### config.mk
export PLATFORM = sky130hd
export DESIGN_NAME = local_port_eject_receiver
export DESIGN_NICKNAME = d
export VERILOG_FILES = /design/src/rtl/rvh_noc_pkg.sv /design/src/rtl/local_eject_vc_fifo.sv /design/src/rtl/local_port_eject_receiver.sv
export SDC_FILE = /design/constraint.sdc
export NUM_CORES = 1
export LEC_CHECK = 0
export CAP_MARGIN = 20
export CELL_PAD_IN_SITES_DETAIL_PLACEMENT = 2
export CELL_PAD_IN_SITES_GLOBAL_PLACEMENT = 2
export CORE_ASPECT_RATIO = 1.75
export CORE_UTILIZATION = 46
export CTS_CLUSTER_SIZE = 30
export DETAILED_ROUTE_END_ITERATION = 10
export GPL_ROUTABILITY_DRIVEN = 0
export PLACE_DENSITY_LB_ADDON = 0.1
export SYNTH_ARGS = -nofsm -noshare
export SYNTH_HDL_FRONTEND = slang
export SYNTH_SLANG_ARGS = --single-unit
### constraint.sdc
create_clock -name clk -period 4.1 [get_ports clk]
set_input_delay 0.41 -clock clk [delete_from_list [all_inputs] [get_ports clk]]
set_output_delay 0.41 -clock clk [all_outputs]
set_load 0.02 [all_outputs]
### src/rtl/rvh_noc_pkg.sv
// Shared NoC definitions: node coordinate widths, device port width and the
// io_port_t destination record carried by flits.
package rvh_noc_pkg;

    localparam int NodeID_X_Width           = 4;
    localparam int NodeID_Y_Width           = 4;
    localparam int NodeID_Device_Port_Width = 2;

    typedef struct packed {
        logic [NodeID_X_Width-1:0]           x_id;
        logic [NodeID_Y_Width-1:0]           y_id;
        logic [NodeID_Device_Port_Width-1:0] device_port;
    } io_port_t;

endpackage

### src/rtl/local_eject_vc_fifo.sv
// Single-VC ejection buffer: DEPTH-entry FIFO with wrap-bit pointers so full
// and empty are told apart without a separate counter.
module local_eject_vc_fifo #(
    parameter int DEPTH = 4,
    parameter int WIDTH = 64
) (
    input  logic             clk,
    input  logic             rst,
    input  logic             wr_en_i,
    input  logic [WIDTH-1:0] wr_data_i,
    input  logic             rd_en_i,
    output logic [WIDTH-1:0] rd_data_o,
    output logic             empty_o,
    output logic             full_o
);

    localparam int AW = $clog2(DEPTH);

    logic [AW:0]      wr_ptr_q, wr_ptr_d;
    logic [AW:0]      rd_ptr_q, rd_ptr_d;
    logic [WIDTH-1:0] mem_q [DEPTH];
    logic             do_wr;
    logic             do_rd;

    assign empty_o = (wr_ptr_q == rd_ptr_q);
    assign full_o  = (wr_ptr_q[AW] != rd_ptr_q[AW]) &&
                     (wr_ptr_q[AW-1:0] == rd_ptr_q[AW-1:0]);

    // Full is judged on the start-of-cycle pointers, so a same-cycle pop
    // never makes room for a write into a full buffer.
    assign do_wr = wr_en_i && !full_o;
    assign do_rd = rd_en_i && !empty_o;

    assign wr_ptr_d  = do_wr ? wr_ptr_q + 1'b1 : wr_ptr_q;
    assign rd_ptr_d  = do_rd ? rd_ptr_q + 1'b1 : rd_ptr_q;
    assign rd_data_o = mem_q[rd_ptr_q[AW-1:0]];

    always_ff @(posedge clk) begin
        if (rst) begin
            wr_ptr_q <= '0;
            rd_ptr_q <= '0;
        end else begin
            wr_ptr_q <= wr_ptr_d;
            rd_ptr_q <= rd_ptr_d;
        end
    end

    always_ff @(posedge clk) begin
        if (do_wr) begin
            mem_q[wr_ptr_q[AW-1:0]] <= wr_data_i;
        end
    end

endmodule

### src/rtl/local_port_eject_receiver.sv
// Local ejection receiver: buffers flits per VC, returns credits, and serves
// the device round-robin. Optional LOCAL_EJECT_DEVICE_PORT_CHECK_EN adds a device-port match.
module local_port_eject_receiver
    import rvh_noc_pkg::*;
#(
    parameter  int VC_NUM         = 2,
    parameter  int VC_DEPTH       = 4,
    parameter  int PAYLOAD_W      = 64,
    parameter  int DEVICE_PORT_ID = 0,
    localparam int VC_W           = (VC_NUM > 1) ? $clog2(VC_NUM) : 1
) (
    input  logic                                clk,
    input  logic                                rst,
    input  logic [NodeID_X_Width-1:0]           node_id_x_i,
    input  logic [NodeID_Y_Width-1:0]           node_id_y_i,
    input  logic                                flit_vld_i,
    input  logic [VC_W-1:0]                     flit_vc_id_i,
    input  logic [NodeID_X_Width-1:0]           flit_tgt_x_i,
    input  logic [NodeID_Y_Width-1:0]           flit_tgt_y_i,
    input  logic [NodeID_Device_Port_Width-1:0] flit_tgt_port_i,
    input  logic [PAYLOAD_W-1:0]                flit_payload_i,
    output logic [VC_NUM-1:0]                   credit_vld_o,
    output logic                                dev_vld_o,
    input  logic                                dev_rdy_i,
    output logic [VC_W-1:0]                     dev_vc_id_o,
    output logic [PAYLOAD_W-1:0]                dev_payload_o,
    output logic                                err_dest_mismatch_o,
    output logic                                err_overflow_o
);

    localparam logic [NodeID_Device_Port_Width-1:0] PORT_ID =
        DEVICE_PORT_ID[NodeID_Device_Port_Width-1:0];

    io_port_t             flit_tgt;
    logic                 xy_match;
    logic                 dest_match;
    logic [VC_NUM-1:0]    vc_sel;
    logic [VC_NUM-1:0]    wr_en;
    logic [VC_NUM-1:0]    rd_en;
    logic [VC_NUM-1:0]    empty;
    logic [VC_NUM-1:0]    full;
    logic [VC_NUM-1:0]    mismatch;
    logic                 overflow_hit;
    logic [PAYLOAD_W-1:0] head [VC_NUM];

    logic                 grant_vld;
    logic [VC_W-1:0]      grant_vc;
    logic                 handshake;
    int                   rr_idx;

    logic [VC_W-1:0]      rr_ptr_q, rr_ptr_d;
    logic                 lock_q, lock_d;
    logic [VC_W-1:0]      lock_vc_q, lock_vc_d;
    logic [VC_NUM-1:0]    credit_q, credit_d;
    logic                 err_mm_q, err_mm_d;
    logic                 err_ov_q, err_ov_d;

    assign flit_tgt = {flit_tgt_x_i, flit_tgt_y_i, flit_tgt_port_i};
    assign xy_match = (flit_tgt.x_id == node_id_x_i) && (flit_tgt.y_id == node_id_y_i);

`ifdef LOCAL_EJECT_DEVICE_PORT_CHECK_EN
    assign dest_match = xy_match && (flit_tgt.device_port == PORT_ID);
`else
    logic port_check_unused;
    assign port_check_unused = (flit_tgt.device_port == PORT_ID);
    assign dest_match        = xy_match;
`endif

    always_comb begin
        vc_sel = '0;
        for (int v = 0; v < VC_NUM; v++) begin
            vc_sel[v] = (flit_vc_id_i == VC_W'(v));
        end
    end

    // A mismatching flit never occupies a slot, so its credit goes straight back.
    assign wr_en        = {VC_NUM{flit_vld_i && dest_match}} & vc_sel & ~full;
    assign mismatch     = {VC_NUM{flit_vld_i && !dest_match}} & vc_sel;
    assign overflow_hit = flit_vld_i && dest_match && |(vc_sel & full);

    for (genvar g = 0; g < VC_NUM; g++) begin : g_vc
        local_eject_vc_fifo #(
            .DEPTH (VC_DEPTH),
            .WIDTH (PAYLOAD_W)
        ) u_fifo (
            .clk       (clk),
            .rst       (rst),
            .wr_en_i   (wr_en[g]),
            .wr_data_i (flit_payload_i),
            .rd_en_i   (rd_en[g]),
            .rd_data_o (head[g]),
            .empty_o   (empty[g]),
            .full_o    (full[g])
        );
    end

    // Round-robin search from rr_ptr_q; a stalled offer stays locked so the
    // device sees a stable VC and payload until it accepts.
    always_comb begin
        grant_vld = 1'b0;
        grant_vc  = '0;
        rr_idx    = 0;
        for (int i = 0; i < VC_NUM; i++) begin
            rr_idx = (int'(rr_ptr_q) + i) % VC_NUM;
            if (!grant_vld && !empty[rr_idx[VC_W-1:0]]) begin
                grant_vld = 1'b1;
                grant_vc  = rr_idx[VC_W-1:0];
            end
        end
        if (lock_q) begin
            grant_vld = 1'b1;
            grant_vc  = lock_vc_q;
        end
    end

    assign handshake = grant_vld && dev_rdy_i;

    always_comb begin
        rd_en = '0;
        for (int v = 0; v < VC_NUM; v++) begin
            rd_en[v] = handshake && (grant_vc == VC_W'(v));
        end
    end

    always_comb begin
        rr_ptr_d = rr_ptr_q;
        if (handshake) begin
            rr_ptr_d = (grant_vc == VC_W'(VC_NUM - 1)) ? '0 : grant_vc + VC_W'(1);
        end
        lock_d    = grant_vld && !dev_rdy_i;
        lock_vc_d = grant_vc;
        credit_d  = rd_en | mismatch;
        err_mm_d  = err_mm_q | (|mismatch);
        err_ov_d  = err_ov_q | overflow_hit;
    end

    always_ff @(posedge clk) begin
        if (rst) begin
            rr_ptr_q  <= '0;
            lock_q    <= 1'b0;
            lock_vc_q <= '0;
            credit_q  <= '0;
            err_mm_q  <= 1'b0;
            err_ov_q  <= 1'b0;
        end else begin
            rr_ptr_q  <= rr_ptr_d;
            lock_q    <= lock_d;
            lock_vc_q <= lock_vc_d;
            credit_q  <= credit_d;
            err_mm_q  <= err_mm_d;
            err_ov_q  <= err_ov_d;
        end
    end

    assign credit_vld_o        = credit_q;
    assign dev_vld_o           = grant_vld;
    assign dev_vc_id_o         = grant_vld ? grant_vc : '0;
    assign dev_payload_o       = grant_vld ? head[grant_vc] : '0;
    assign err_dest_mismatch_o = err_mm_q;
    assign err_overflow_o      = err_ov_q;

endmodule
==> impl_metrics.env, run 1 <==
export IMPL_drive_above_1_share_pct=26.5
export IMPL_root_buffer="clkbuf_16"
export IMPL_ir_drop_mv=0.418
export IMPL_clock_latency_ns=0.58
export IMPL_worst_setup_path_start_kind="flip-flop"
export IMPL_path_delay_family="buffers and inverters"
export IMPL_critPathMaxFanout=64
export IMPL_clock_path_buffers=3
export IMPL_overflow=0
export IMPL_min_path_type="reg -> reg"
export IMPL_drt_vias_per_instance=5.96
export IMPL_grt_max_degree=69
export IMPL_rows=103
export IMPL_hold_slack_ns=0.512
export IMPL_grt_pass1_wl_microns=81900
export IMPL_power_frac_seq_pct=56.6
export IMPL_cts_tree="built"
export IMPL_p_sw_w=0.00209
export IMPL_hold_path_depth=2
export IMPL_finalHoldViolations=0
export IMPL_maxCapViolCount=0
export IMPL_wl_per_cell_microns=31.6
export IMPL_drc=0
export IMPL_cts_reportedPaths_clkPinSlew_ns=0.07
export IMPL_vias=10600
export IMPL_fp_dieW_microns=164
export IMPL_cp_num_cells=6
export IMPL_antennaDiodeCount=0
export IMPL_synth_edf_count=512
export IMPL_worstPathArrival_ns=3.39
export IMPL_timing_final_setup_violations=0
export IMPL_wirelength_microns=55900
export IMPL_sw_frac_of_total_pct=19.8
export IMPL_synth_warnings=0
export IMPL_crit_path_top_delay_cell="buf_6"
export IMPL_fill_cells=3751
export IMPL_r2r_slack_ns=1.38
export IMPL_path_cells="xor2_1 > o41ai_2 > buf_6 > nor3b_1 > a31o_2 > clkdlybuf4s50_1"
export IMPL_dp_hpwl_microns=31800
export IMPL_pwr_share_clk_pct=41.1
export IMPL_clock_skew_ns=0.0173
export IMPL_worstSetupEndpointType="output pin"
export IMPL_cp_startpoint="g_vc[1].u_fifo.wr_ptr_q[1]$_SDFFE_PP0P_"
export IMPL_avgSynthCellArea_sq_um=21.5
export IMPL_p_total_w=0.0106
export IMPL_timing_rr_start="g_vc[0].u_fifo.wr_ptr_q[0]$_SDFFE_PP0P_"
export IMPL_antenna_found_initial=3
export IMPL_slew_violations=0
export IMPL_drt_first_pass_iters=4
export IMPL_grt_use_total_pct=24.9
export IMPL_regToRegEndpoint="g_vc[0].u_fifo.mem_q[1][34]$_DFFE_PP_"
export IMPL_ys_seq_area_share_pct=75.4
export IMPL_die_h_microns=285
export IMPL_combPwrFrac_pct=2.3
export IMPL_rsz0062_at_grt="false"
export IMPL_tightest_slew_ns=0.802
export IMPL_yosysUniqueCellTypes=47
export IMPL_yosys_register_bits=535
export IMPL_post_route_period_util_pct=92.6
export IMPL_synthesis_nets=1076
export IMPL_grt_pass1_vias=12100
export IMPL_fin_crit_ns=3.80
export IMPL_synthCells=979
export IMPL_portBuffers=154
export IMPL_power_internal_w=0.00847
export IMPL_dieArea_sq_mm=0.0466
export IMPL_cpPeakStageDelay_ns=0.65
export IMPL_core_area_sq_mm=0.0451
export IMPL_cts_buffers=48
export IMPL_io_pins=157
export IMPL_slew_headroom_pct=46.0
export IMPL_outcome="completed"
export IMPL_clock_sinks=535
export IMPL_final_nets=1254
export IMPL_yosys_area_top_type="edfxtp_1"
export IMPL_reg2reg_depth=5
export IMPL_drt_iter0_drc=645
export IMPL_fmax_mhz=263
export IMPL_p_leak_nw=7.65
export IMPL_area_growth_pct=19.0
export IMPL_p_per_area_mw_per_mm2=422
export IMPL_required_ns=3.69
export IMPL_endpoint="dev_payload_o[16]"
export IMPL_synthTopCellsByArea="edfxtp_1 73%, mux4_2 14%, a31o_2 2.6%"
export IMPL_htree_levels=2
export IMPL_ant_nets=0
export IMPL_crit_buf_inv=2
export IMPL_ys_async_sr_fraction_pct=0
export IMPL_yosys_area_top_type_share_pct=73.2
export IMPL_initial_core_util_pct=46.6
export IMPL_fin_setup_tns_ns=0
export IMPL_netlist_area_sq_mm=0.0210
export IMPL_path_class="reg -> out"
export IMPL_synth_main_ff_cell="edfxtp_1"
[area by class of cell]
class	instances	area, sq um	area share (%)
Sequential cell	535	15900	63.4
Multi-Input combinational cell	375	4890	19.6
Timing Repair Buffer	188	2040	8.17
Clock buffer	60	1270	5.07
Tap cell	577	722	2.89
Clock inverter	27	204	0.815
Inverter	9	33.8	0.135
[logic make-up (layout without fill, tap and decap cells)]
family / count (synthesis) / in the layout / share of synthesized area, %
simple gates: 126 / 126 / 4.00
fa+ha+maj: 10 / 10 / 0.595
flops: 535 / 535 / 75.4
xor+xnor: 17 / 17 / 0.744
buf+inv: 69 / 284 / 1.59
compound gates: 81 / 81 / 3.32
mux: 141 / 141 / 14.4
[per-stage QoR]
stage	area, sq um	setup slack (ns)	util, %	std cells
after floorplan	21000	0.919	-	979
after detailed placement	23500	0.627	52.1	1683
final	25000	0.304	55.5	1771
after CTS	25000	0.00842	55.4	1770
after global placement	23500	0.712	52.1	1683
after global routing	25000	0.109	55.5	1771
[how the worst min path moves through the flow]
stage / slack (ns) / startpoint / end
2_1_floorplan: 0.49 / dev_rdy_i / lock_q$_SDFF_PP0_
3_3_place_gp: 0.44 / err_dest_mismatch_o$_SDFF_PP0_ / err_dest_mismatch_o$_SDFF_PP0_
3_5_place_dp: 0.50 / err_dest_mismatch_o$_SDFF_PP0_ / err_dest_mismatch_o$_SDFF_PP0_
4_1_cts: 0.52 / err_overflow_o$_SDFF_PP0_ / err_overflow_o$_SDFF_PP0_
5_1_grt: 0.54 / err_dest_mismatch_o$_SDFF_PP0_ / err_dest_mismatch_o$_SDFF_PP0_
6_report: 0.51 / err_overflow_o$_SDFF_PP0_ / err_overflow_o$_SDFF_PP0_
[layer usage]
metal | vias to the layer above | track usage, % | routed length (microns)
li1 | 4477 | - | -
met1 | 5694 | 30.4 | 21300
met2 | 310 | 45.8 | 30800
met3 | 75 | 3.50 | 2610
met4 | 6 | 6.25 | 1150
met5 | - | 0 | 41
[sequential cells by signal, indices dropped and copies added (netlist names), named ones only]
signal and cells:
g_vc.u_fifo.wr_ptr_q 6, err_overflow_o 1, g_vc.u_fifo.mem_q 512, rr_ptr_q 1
lock_vc_q 1, credit_vld_o 2, g_vc.u_fifo.rd_ptr_q 6, lock_q 1
err_dest_mismatch_o 1
[tightest hold or removal path, cell delays in order (launching register included)]
cell and delay, ns:
dfxtp_1 0.33, nand2b_1 0.07, o41ai_1 0.06
[synth_stat cells, types with 3 or more instances]
| cell | number |
|---|---|
| a21oi_1 | 3 |
| a31o_2 | 62 |
| and2_1 | 8 |
| buf_2 | 30 |
| buf_6 | 4 |
| clkbuf_1 | 23 |
| dfxtp_1 | 23 |
| edfxtp_1 | 512 |
| ha_1 | 10 |
| inv_1 | 8 |
| mux2_2 | 8 |
| mux2i_1 | 5 |
| mux4_2 | 128 |
| nand2_1 | 5 |
| nand2b_1 | 12 |
| nand3_1 | 3 |
| nor2_1 | 10 |
| nor2b_1 | 5 |
| nor3_1 | 3 |
| nor3b_1 | 64 |
| nor4_1 | 6 |
| o31ai_1 | 3 |
| xnor2_1 | 11 |
| xor2_1 | 5 |
[power groups by stage]
stage	clock network (W)	registers [W]	logic (W)
2_1_floorplan	0	0.00610	0.0000542
3_3_place_gp	0	0.00610	0.000224
3_5_place_dp	0	0.00610	0.000240
4_1_cts	0.00444	0.00598	0.000242
5_1_grt	0.00458	0.00598	0.000258
6_report	0.00434	0.00598	0.000242
[placed cells by master (no fill, tap or decap), drive strengths merged, types with 12 or more instances in the layout]
cell,count
edfxtp,512
clkdlybuf4s50,154
mux4,128
nor3b,64
a31o,64
clkbuf,61
buf,33
dfxtp,23
clkinv,21
nand2b,12
xnor2,12
[timing repair]
action,CTS,global route
setup buffers,0,0
resized for setup,0,1
endpoints found under the setup margin,0,1
hold buffers,0,0
Note: power is estimated with default switching activity, not from simulation.
==> inputs of run 2 (changes only) <==
--- a/config.mk
+++ b/config.mk
@@ -9,7 +9,8 @@
 export CELL_PAD_IN_SITES_DETAIL_PLACEMENT = 2
 export CELL_PAD_IN_SITES_GLOBAL_PLACEMENT = 2
 export CORE_ASPECT_RATIO = 1.75
-export CORE_UTILIZATION = 46
+export CORE_UTILIZATION = 48
+export CTS_BUF_LIST = sky130_fd_sc_hd__clkbuf_2
 export CTS_CLUSTER_SIZE = 30
 export DETAILED_ROUTE_END_ITERATION = 10
 export GPL_ROUTABILITY_DRIVEN = 0
==> run 2 against run 1 <==
Routed wire length increased by 9.4%; power decreased by 9.5%; final cell count increased by 7.7%; sequential power about the same; maximum frequency decreased by 3.8%; clock power decreased by 24%; combinational power increased by 13%; sequential cell count unchanged; die area decreased by 4.1%; largest cell class unchanged; largest power group unchanged.
==> impl_metrics.env, run 2 (synthesized netlist as in run 1, its figures left out) <==
export IMPL_io_pins=157
export IMPL_wirelength_microns=61200
export IMPL_p_leak_nw=7.91
export IMPL_drt_iter0_drc=830
export IMPL_grt_pass1_vias=13100
export IMPL_slew_headroom_pct=48.5
export IMPL_worst_setup_path_start_kind="flip-flop"
export IMPL_outcome="completed"
export IMPL_wl_per_cell_microns=32.1
export IMPL_rows=101
export IMPL_drc=0
export IMPL_ant_nets=0
export IMPL_area_growth_pct=18.7
export IMPL_antenna_found_initial=2
export IMPL_clock_path_buffers=3
export IMPL_path_class="reg -> out"
export IMPL_maxCapViolCount=0
export IMPL_overflow=0
export IMPL_root_buffer="clkbuf_2"
export IMPL_cts_reportedPaths_clkPinSlew_ns=0.16
export IMPL_grt_use_total_pct=28.2
export IMPL_holdPathEnd="g_vc[1].u_fifo.mem_q[1][54]$_DFFE_PP_"
export IMPL_post_route_period_util_pct=96.3
export IMPL_die_h_microns=279
export IMPL_clock_latency_ns=1.12
export IMPL_htree_levels=3
export IMPL_timing_rr_start="g_vc[0].u_fifo.rd_ptr_q[0]$_SDFFE_PP0P_"
export IMPL_tightest_slew_ns=0.765
export IMPL_timing_final_setup_violations=0
export IMPL_finalHoldViolations=0
export IMPL_grt_max_degree=69
export IMPL_drt_first_pass_iters=7
export IMPL_worstSetupEndpointType="output pin"
export IMPL_worstPathArrival_ns=3.54
export IMPL_fill_cells=3594
export IMPL_p_total_w=0.00956
export IMPL_portBuffers=154
export IMPL_cts_buffers=113
export IMPL_hp_start="flit_payload_i[54]"
export IMPL_fin_crit_ns=3.95
export IMPL_rsz0062_at_grt="false"
export IMPL_r2r_slack_ns=1.15
export IMPL_fmax_mhz=253
export IMPL_drive_above_1_share_pct=32.7
export IMPL_cts_tree="built"
export IMPL_ir_drop_mv=0.237
export IMPL_slew_violations=0
export IMPL_clock_sinks=535
export IMPL_fp_dieW_microns=160
export IMPL_initial_core_util_pct=48.6
export IMPL_final_nets=1353
export IMPL_dp_hpwl_microns=31800
export IMPL_largest_reg_flops=512
export IMPL_grt_pass1_wl_microns=89400
export IMPL_dieArea_sq_mm=0.0446
export IMPL_cp_startpoint="g_vc[0].u_fifo.rd_ptr_q[1]$_SDFFE_PP0P_"
export IMPL_vias=11300
export IMPL_fin_setup_tns_ns=0
export IMPL_final_cell_mix="512 x edfxtp_1, 168 x clkbuf_2, 152 x clkdlybuf4s50_1"
export IMPL_final_core_util_pct=57.7
export IMPL_hold_path_depth=1
export IMPL_required_ns=3.69
export IMPL_regToRegEndpoint="g_vc[0].u_fifo.mem_q[1][63]$_DFFE_PP_"
export IMPL_min_path_type="in -> reg"
export IMPL_critPathMaxFanout=19
export IMPL_drt_vias_per_instance=5.90
export IMPL_core_area_sq_mm=0.0432
export IMPL_reg2reg_depth=5
export IMPL_layout_commonest_cell="edfxtp_1"
export IMPL_p_per_area_mw_per_mm2=383
export IMPL_clock_skew_ns=0.116
-- run 2: cell types whose count changed in the layout (fill, tap and decap cells not counted), moves of 3 or more --
cell and change:
clkbuf_2 +168, clkbuf_16 -50, dlygate4sd3_1 +28, clkbuf_1 -11, clkinv_1 +10, clkinv_2 -5
buf_4 +3
-- run 2: worst max-delay path by stage --
stage	to	slack (ns)	depth (start not counted)
finish	dev_payload_o[32]	0.15	6
global route	dev_payload_o[18]	0.02	6
CTS	dev_payload_o[32]	0.003	6
detailed placement	g_vc[1].u_fifo.mem_q[3][48]$_DFFE_PP_	0.61	6
global placement	g_vc[1].u_fifo.mem_q[3][48]$_DFFE_PP_	0.76	6
floorplan	g_vc[0].u_fifo.mem_q[2][0]$_DFFE_PP_	0.92	4
-- run 2: worst max-delay path, stage by stage (launching register included) --
cell             delay, ns
dfxtp_1               0.47
xnor2_1               0.18
a311oi_4              0.38
or2_4                 0.26
buf_6                 0.26
a31o_2                0.27
clkdlybuf4s50_1       0.62
-- run 2: layout make-up --
class                   count  area [sq um]  area share, %
well taps                 566           708           2.84
flip-flops and latches    535         15900           63.6
multi-input cells         375          4930           19.8
repair buffers            222          2410           9.67
clock inverters            30           150          0.602
diodes                      2          5.00         0.0201
inverters                   9          33.8          0.135
clock buffers             168           841           3.37
-- run 2: metal layers --
layer  track usage [%]  wire [microns]
met4              8.84            1270
met1              33.5           23500
met5                 0               0
met3              5.21            2820
met2              51.4           33600
-- run 2: stage by stage --
step                      hold slack [ns]  setup slack (ns)  cells  instance area [sq um]
after detailed placement            0.442             0.614   1670                  23500
after CTS                        0.000237           0.00265   1904                  24900
after floorplan                     0.488             0.919    979                  21000
final                              0.0996             0.154   1907                  24900
after global routing               0.0196            0.0181   1907                  24900
after global placement              0.439             0.761   1670                  23500
-- run 2: timing repair --
action | CTS | global route
gates resized for setup | 13 | 5
hold buffers | 28 | 0
pin swaps | 2 | 0
endpoints found under the hold margin | 145 | 0
buffers inserted | 7 | 0
gates cloned | 1 | 0
setup endpoints to repair | 65 | 20
-- run 2: where the power goes --
group / internal [W] / total [W] / switching [W]
logic: 0.000130 / 0.000274 / 0.000144
clock network: 0.00115 / 0.00331 / 0.00216
registers: 0.00597 / 0.00597 / 0.00000182
